### src/rtl/reduction_tree_pipe_if.sv
// Operand/result handshake bundle for reduction_tree_pipe.
// The acc tag exists only when REDUCTION_ACC_EN is defined.
interface reduction_tree_pipe_if #(
    parameter int DATA_W = 16
);
    logic              in_valid;
    logic              in_ready;
    logic [DATA_W-1:0] A;
    logic [DATA_W-1:0] B;
    logic              sign;
`ifdef REDUCTION_ACC_EN
    logic              acc;
`endif
    logic              out_valid;
    logic              out_ready;
    logic [DATA_W-1:0] S;

    modport master (
`ifdef REDUCTION_ACC_EN
        output acc,
`endif
        output in_valid, A, B, sign, out_ready,
        input  in_ready, out_valid, S
    );

    modport slave (
`ifdef REDUCTION_ACC_EN
        input  acc,
`endif
        input  in_valid, A, B, sign, out_ready,
        output in_ready, out_valid, S
    );
endinterface

### src/rtl/reduction_tree_pipe.sv
// Pipelined lane-sum reduction tree: one register stage per tree level, global stall.
// Define REDUCTION_ACC_EN to compile in the running accumulator on the output stage.
module reduction_tree_pipe #(
    parameter int DATA_W = 16,
    parameter int LANE_W = 8
) (
    input logic                  clk,
    input logic                  rst_n,
    reduction_tree_pipe_if.slave bus
);
    localparam int N  = (2 * DATA_W) / LANE_W;
    localparam int L  = $clog2(N);
    localparam int WF = LANE_W + L - 1;

    if ((N < 2) || ((N & (N - 1)) != 0) || (((2 * DATA_W) % LANE_W) != 0)) begin : g_bad_lanes
        $error("reduction_tree_pipe: 2*DATA_W/LANE_W must be a power of two >= 2");
    end
    if (DATA_W < LANE_W + L) begin : g_bad_width
        $error("reduction_tree_pipe: DATA_W must be >= LANE_W + log2(lanes)");
    end

    logic                adv_s;
    logic                out_valid_q;
    logic [DATA_W-1:0]   s_q;
    logic [DATA_W-1:0]   s_d;
    logic [2*DATA_W-1:0] ops_s;

    assign adv_s = !out_valid_q || bus.out_ready;
    assign ops_s = {bus.B, bus.A};

    // Inner tree levels; the last level is folded into the output register below.
    for (genvar s = 0; s < L - 1; s++) begin : g_lvl
        localparam int W = LANE_W + s + 1;
        localparam int M = N >> (s + 1);

        logic [W-2:0] src_s [2*M];
        logic         vld_in_s;
        logic         sgn_in_s;
        logic [W-1:0] sum_d [M];
        logic [W-1:0] sum_q [M];
        logic         vld_q;
        logic         sgn_q;
`ifdef REDUCTION_ACC_EN
        logic         acc_in_s;
        logic         acc_tag_q;
`endif

        if (s == 0) begin : g_src
            // Level 0 reads raw lanes: A lanes first, then B lanes.
            always_comb begin
                for (int j = 0; j < 2 * M; j++) begin
                    src_s[j] = ops_s[j*LANE_W +: LANE_W];
                end
            end
            assign vld_in_s = bus.in_valid;
            assign sgn_in_s = bus.sign;
`ifdef REDUCTION_ACC_EN
            assign acc_in_s = bus.acc;
`endif
        end else begin : g_src
            // Deeper levels read the previous level's registered partial sums.
            always_comb begin
                for (int j = 0; j < 2 * M; j++) begin
                    src_s[j] = g_lvl[s-1].sum_q[j];
                end
            end
            assign vld_in_s = g_lvl[s-1].vld_q;
            assign sgn_in_s = g_lvl[s-1].sgn_q;
`ifdef REDUCTION_ACC_EN
            assign acc_in_s = g_lvl[s-1].acc_tag_q;
`endif
        end

        // Pairwise add, each operand widened by one bit per the beat's sign mode.
        always_comb begin
            for (int j = 0; j < M; j++) begin
                sum_d[j] = {sgn_in_s & src_s[2*j][W-2], src_s[2*j]}
                         + {sgn_in_s & src_s[2*j+1][W-2], src_s[2*j+1]};
            end
        end

        // Level register: sums and tags load only with a valid beat, bubbles pass through.
        always_ff @(posedge clk or negedge rst_n) begin
            if (!rst_n) begin
                vld_q <= 1'b0;
                sgn_q <= 1'b0;
`ifdef REDUCTION_ACC_EN
                acc_tag_q <= 1'b0;
`endif
                for (int j = 0; j < M; j++) begin
                    sum_q[j] <= {W{1'b0}};
                end
            end else if (adv_s) begin
                vld_q <= vld_in_s;
                if (vld_in_s) begin
                    sgn_q <= sgn_in_s;
`ifdef REDUCTION_ACC_EN
                    acc_tag_q <= acc_in_s;
`endif
                    sum_q <= sum_d;
                end
            end
        end
    end

    logic [WF-1:0]     fa_s;
    logic [WF-1:0]     fb_s;
    logic              fvld_s;
    logic              fsgn_s;
    logic [DATA_W-1:0] tree_s;

    assign fa_s   = g_lvl[L-2].sum_q[0];
    assign fb_s   = g_lvl[L-2].sum_q[1];
    assign fvld_s = g_lvl[L-2].vld_q;
    assign fsgn_s = g_lvl[L-2].sgn_q;
    assign tree_s = {{(DATA_W-WF){fsgn_s & fa_s[WF-1]}}, fa_s}
                  + {{(DATA_W-WF){fsgn_s & fb_s[WF-1]}}, fb_s};

`ifdef REDUCTION_ACC_EN
    logic              facc_s;
    logic [DATA_W-1:0] acc_q;

    assign facc_s = g_lvl[L-2].acc_tag_q;

    // Tagged beats add onto the previous accumulated result.
    always_comb begin
        if (facc_s) begin
            s_d = acc_q + tree_s;
        end else begin
            s_d = tree_s;
        end
    end

    // Output stage; accumulator follows every loaded result.
    always_ff @(posedge clk or negedge rst_n) begin
        if (!rst_n) begin
            out_valid_q <= 1'b0;
            s_q         <= {DATA_W{1'b0}};
            acc_q       <= {DATA_W{1'b0}};
        end else if (adv_s) begin
            out_valid_q <= fvld_s;
            if (fvld_s) begin
                s_q   <= s_d;
                acc_q <= s_d;
            end
        end
    end
`else
    assign s_d = tree_s;

    // Output stage; S holds its last value across bubbles.
    always_ff @(posedge clk or negedge rst_n) begin
        if (!rst_n) begin
            out_valid_q <= 1'b0;
            s_q         <= {DATA_W{1'b0}};
        end else if (adv_s) begin
            out_valid_q <= fvld_s;
            if (fvld_s) begin
                s_q <= s_d;
            end
        end
    end
`endif

    assign bus.in_ready  = adv_s;
    assign bus.out_valid = out_valid_q;
    assign bus.S         = s_q;
endmodule
### src/flat_wrapper.sv
// flat-port wrapper written by rule: the top's interface ports become plain ports
module reduction_tree_pipe_flat 
#(
    parameter int DATA_W = 16,
    parameter int LANE_W = 8
)
  (clk, rst_n, bus_in_valid, bus_A, bus_B, bus_sign, bus_out_ready, bus_in_ready, bus_out_valid, bus_S);
  reduction_tree_pipe_if #(.DATA_W(DATA_W)) bus_i ();
  input logic clk;
  input logic rst_n;
  input wire logic [$bits(bus_i.in_valid)-1:0] bus_in_valid;
  input wire logic [$bits(bus_i.A)-1:0] bus_A;
  input wire logic [$bits(bus_i.B)-1:0] bus_B;
  input wire logic [$bits(bus_i.sign)-1:0] bus_sign;
  input wire logic [$bits(bus_i.out_ready)-1:0] bus_out_ready;
  output wire logic [$bits(bus_i.in_ready)-1:0] bus_in_ready;
  output wire logic [$bits(bus_i.out_valid)-1:0] bus_out_valid;
  output wire logic [$bits(bus_i.S)-1:0] bus_S;
  assign bus_i.in_valid = bus_in_valid;
  assign bus_i.A = bus_A;
  assign bus_i.B = bus_B;
  assign bus_i.sign = bus_sign;
  assign bus_i.out_ready = bus_out_ready;
  assign bus_in_ready = bus_i.in_ready;
  assign bus_out_valid = bus_i.out_valid;
  assign bus_S = bus_i.S;
  reduction_tree_pipe #(.DATA_W(DATA_W), .LANE_W(LANE_W)) u_core (.clk(clk), .rst_n(rst_n), .bus(bus_i));
endmodule
### config.mk
export PLATFORM = sky130hd
export DESIGN_NAME = reduction_tree_pipe_flat
export DESIGN_NICKNAME = d
export VERILOG_FILES = /design/src/rtl/reduction_tree_pipe_if.sv /design/src/rtl/reduction_tree_pipe.sv /design/src/flat_wrapper.sv
export SDC_FILE = /design/constraint.sdc
export NUM_CORES = 1
export LEC_CHECK = 0
export ABC_AREA = 1
export CAP_MARGIN = 20
export CORE_MARGIN = 5
export CORE_UTILIZATION = 50
export DETAILED_ROUTE_END_ITERATION = 16
export GPL_TIMING_DRIVEN = 0
export PLACE_DENSITY = 0.79
export SYNTH_ARGS = -nofsm -noshare
export SYNTH_HDL_FRONTEND = slang
export SYNTH_SLANG_ARGS = --single-unit
### constraint.sdc
create_clock -name clk -period 1.8 [get_ports clk]
set_input_delay 0.18 -clock clk [delete_from_list [all_inputs] [get_ports clk]]
set_output_delay 0.18 -clock clk [all_outputs]
set_load 0.05 [all_outputs]
==> metrics.cfg <==
[status]
status=complete, no violations

[power]
p_clk_share_pct=13.4
pwr-share-seq_pct=28.2
comb_power_share_pct=58.4
p_sw_mw=1.76
leakagePower_nw=1.69
internal_power_mw=2.02
p_per_area_nw_per_um2=1170
ir_worst_vdd_mv=0.582
swShare_pct=46.6
p_total_mw=3.78

[worst_setup_path]
r2r_cells=11
endpoint_kind=output port
arrival_ns=1.55
cp_slowest_cell=clkdlybuf4s50_1
path_class=reg2out
worstPathRequired_ns=1.62
cp_slowest_stage_delay_ns=0.83
critical-path-top-delay-family=buffers and inverters
crit_buf_inv=1
critPathLaunchType=flop
r2r_setup_slack_ns=0.14
r2r_start=u_core.fb_s[0]
crit-reg2reg-capture=u_core.bus.S[8]
path_max_fanout=7
crit_chain=clkdlybuf4s50_1

[timing]
final.setup.worst_slack_ns=0.0750
hold_viol_final=0
slew_headroom_pct=47.6
clock_skew_ns=0.00408
fmax_mhz=580
fin_crit_ns=1.73
report.final.slew_viol_count=0
period_share_pct=95.8
rsz0062_at_grt=no
hold_ws_ns=0.355
worst_pin_slew_ns=0.783
setup_violations=0

[clock_network]
ctsHoldBuffers=0
clk_latency_ns=0.28
clock_path_buffers=2
clock-sinks=32
cts_tree=yes
path_clk_slew_ns=0.06
htree_levels=2
cts_made_buffers=5
cts_root_buf=clkbuf_8

[final_layout]
syn2layout_area_growth_pct=30.3
drive_gt1_share_pct=7.46
antennaDiodeCount=0
fin_nets=468
filler_cell_count=413
final_core_util_pct=67.7

[synthesis]
synth_cells=340
ys_types=26
async_reset_ff_share_pct=100
synth-edff-count=0
synth.avg_cell_area_um2=7.26
synth_seq_cells=32
synth_area_um2=2470
yosysTopAreaCell=dfrtp_1
ys_seq_area_share_pct=32.4
synth.most_common_cell=nand2_1
yosysWarnings=0
synth-main-ff-cell=dfrtp_1
synth_top_area_share_pct=32.4
synth_fp_nets=406
yosys-top-cells-area=dfrtp_1 32%, nand2_1 20%, ha_1 13%
synth_common_cells=130 x nand2_1, 33 x inv_1, 32 x dfrtp_1, 26 x ha_1, 24 x nand3_1

[hold_path]
min_path_type=in2async

[detailed_routing]
wl_um=5130
wl_per_cell_um=10.9
vias_per_cell=4.94
wl_met2_um=2490
dr.max_layer_used=met4
drtPass1Iterations=4
drc=0
wl_met3_um=326
drt-met1-wl_um=2260
drt_iter0_markers=112
antenna_left=0
vias=2316

[placed_design]
hpwlAfterDp_um=4290
place_congestion=0.830
pre_cts_slack_ns=-0.249
portBuffers=54

[floorplan]
initial_core_util_pct=51.9
die_area_um2=6450
pin_count=55
rows=25
core_um2=4750
dieHeight_um=80.3
die_x_um=80.3

[flow_run]
cap_violations=0

[global_routing]
overflow=0
grt_first_pass_wirelength_um=8940
grtUsageTotal_pct=17.4
grt_pass1_vias=2170
grt_max_degree=18
antenna_found_initial=0

[cells in the final DEF, fill, tap and decap left out, types with 2 or more instances in the layout]
cell type,instances
xor2_1,3
inv_1,33
dfrtp_1,32
o21a_1,2
o21ai_0,15
nand3_2,2
nand3_1,23
o21ai_1,4
ha_1,24
nor2_1,14
dlygate4sd2_1,6
nor2_4,2
nand2_1,130
a21o_1,2
nand3b_1,8
and2_1,2
clkbuf_8,5
nand4_1,2
buf_2,2
inv_2,3
a21oi_1,17
fa_2,3
clkdlybuf4s50_1,48
buf_4,6
xnor2_1,4
a21boi_1,2
[cells by family after synthesis]
group                    synth area share, %
AND/OR/NAND/NOR                         32.2
buffers and inverters                   8.16
AO/OA/AOI/OAI                           9.12
flip-flops                              32.4
adder cells (fa/ha/maj)                 15.6
XOR/XNOR                                2.48
[per-stage QoR]
stage	instance area, um2	std cells	setup TNS [ns]
after CTS	3190	469	0
after detailed placement	3120	462	-0.820
after global placement	3090	461	-0.614
final	3220	469	0
after global routing	3220	469	0
after floorplan	2470	340	0
[sequential cells by signal, indices dropped and copies added (netlist names)]
name                  count
u_core.fvld_s             1
u_core.fb_s               9
u_core.bus.out_valid      1
u_core.fa_s               9
u_core.bus.S             11
u_core.fsgn_s             1
[worst max-delay path by stage]
stage,depth (start not counted),start,slack (ns),end
2_1_floorplan,11,u_core.fb_s[0],0.23,u_core.bus.S[8]
3_5_place_dp,10,bus_B[0],-0.25,u_core.fb_s[8]
4_1_cts,10,bus_B[0],0.04,u_core.fb_s[8]
3_3_place_gp,10,bus_B[0],-0.21,u_core.fb_s[8]
5_1_grt,1,u_core.bus.S[14],0.01,bus_S[10]
6_report,1,u_core.bus.S[14],0.07,bus_S[10]
[area by class of cell]
type                    instances  area (um2)  share of cell area [%]
clock inverters                 1        5.00                   0.155
inverters                      36         135                    4.20
clock buffers                   6        72.6                    2.25
plain buffers                   9        66.3                    2.06
flip-flops and latches         32         801                    24.9
repair buffers                 55         561                    17.4
multi-input cells             263        1500                    46.4
well taps                      67        83.8                    2.60
[power groups by stage]
stage | clock [mW] | sequential [mW] | combinational, mW
2_1_floorplan | 0 | 1.49 | 1.16
3_3_place_gp | 0 | 1.07 | 2.20
3_5_place_dp | 0 | 1.08 | 2.23
4_1_cts | 0.514 | 1.07 | 2.20
5_1_grt | 0.557 | 1.10 | 2.43
6_report | 0.505 | 1.07 | 2.21
[routing by layer]
| metal | track usage (%) | up-vias |
|---|---|---|
| li1 | - | 1214 |
| met4 | 5.41 | 0 |
| met5 | 0 | - |
| met3 | 3.81 | 6 |
| met2 | 32.5 | 69 |
| met1 | 19.5 | 1027 |
[what timing repair did]
action | 4_1_cts | 5_1_grt
buffers inserted | 0 | 0
gates resized for setup | 6 | 7
endpoints found under the setup margin | 6 | 4
(Power assumes the default switching activity.)
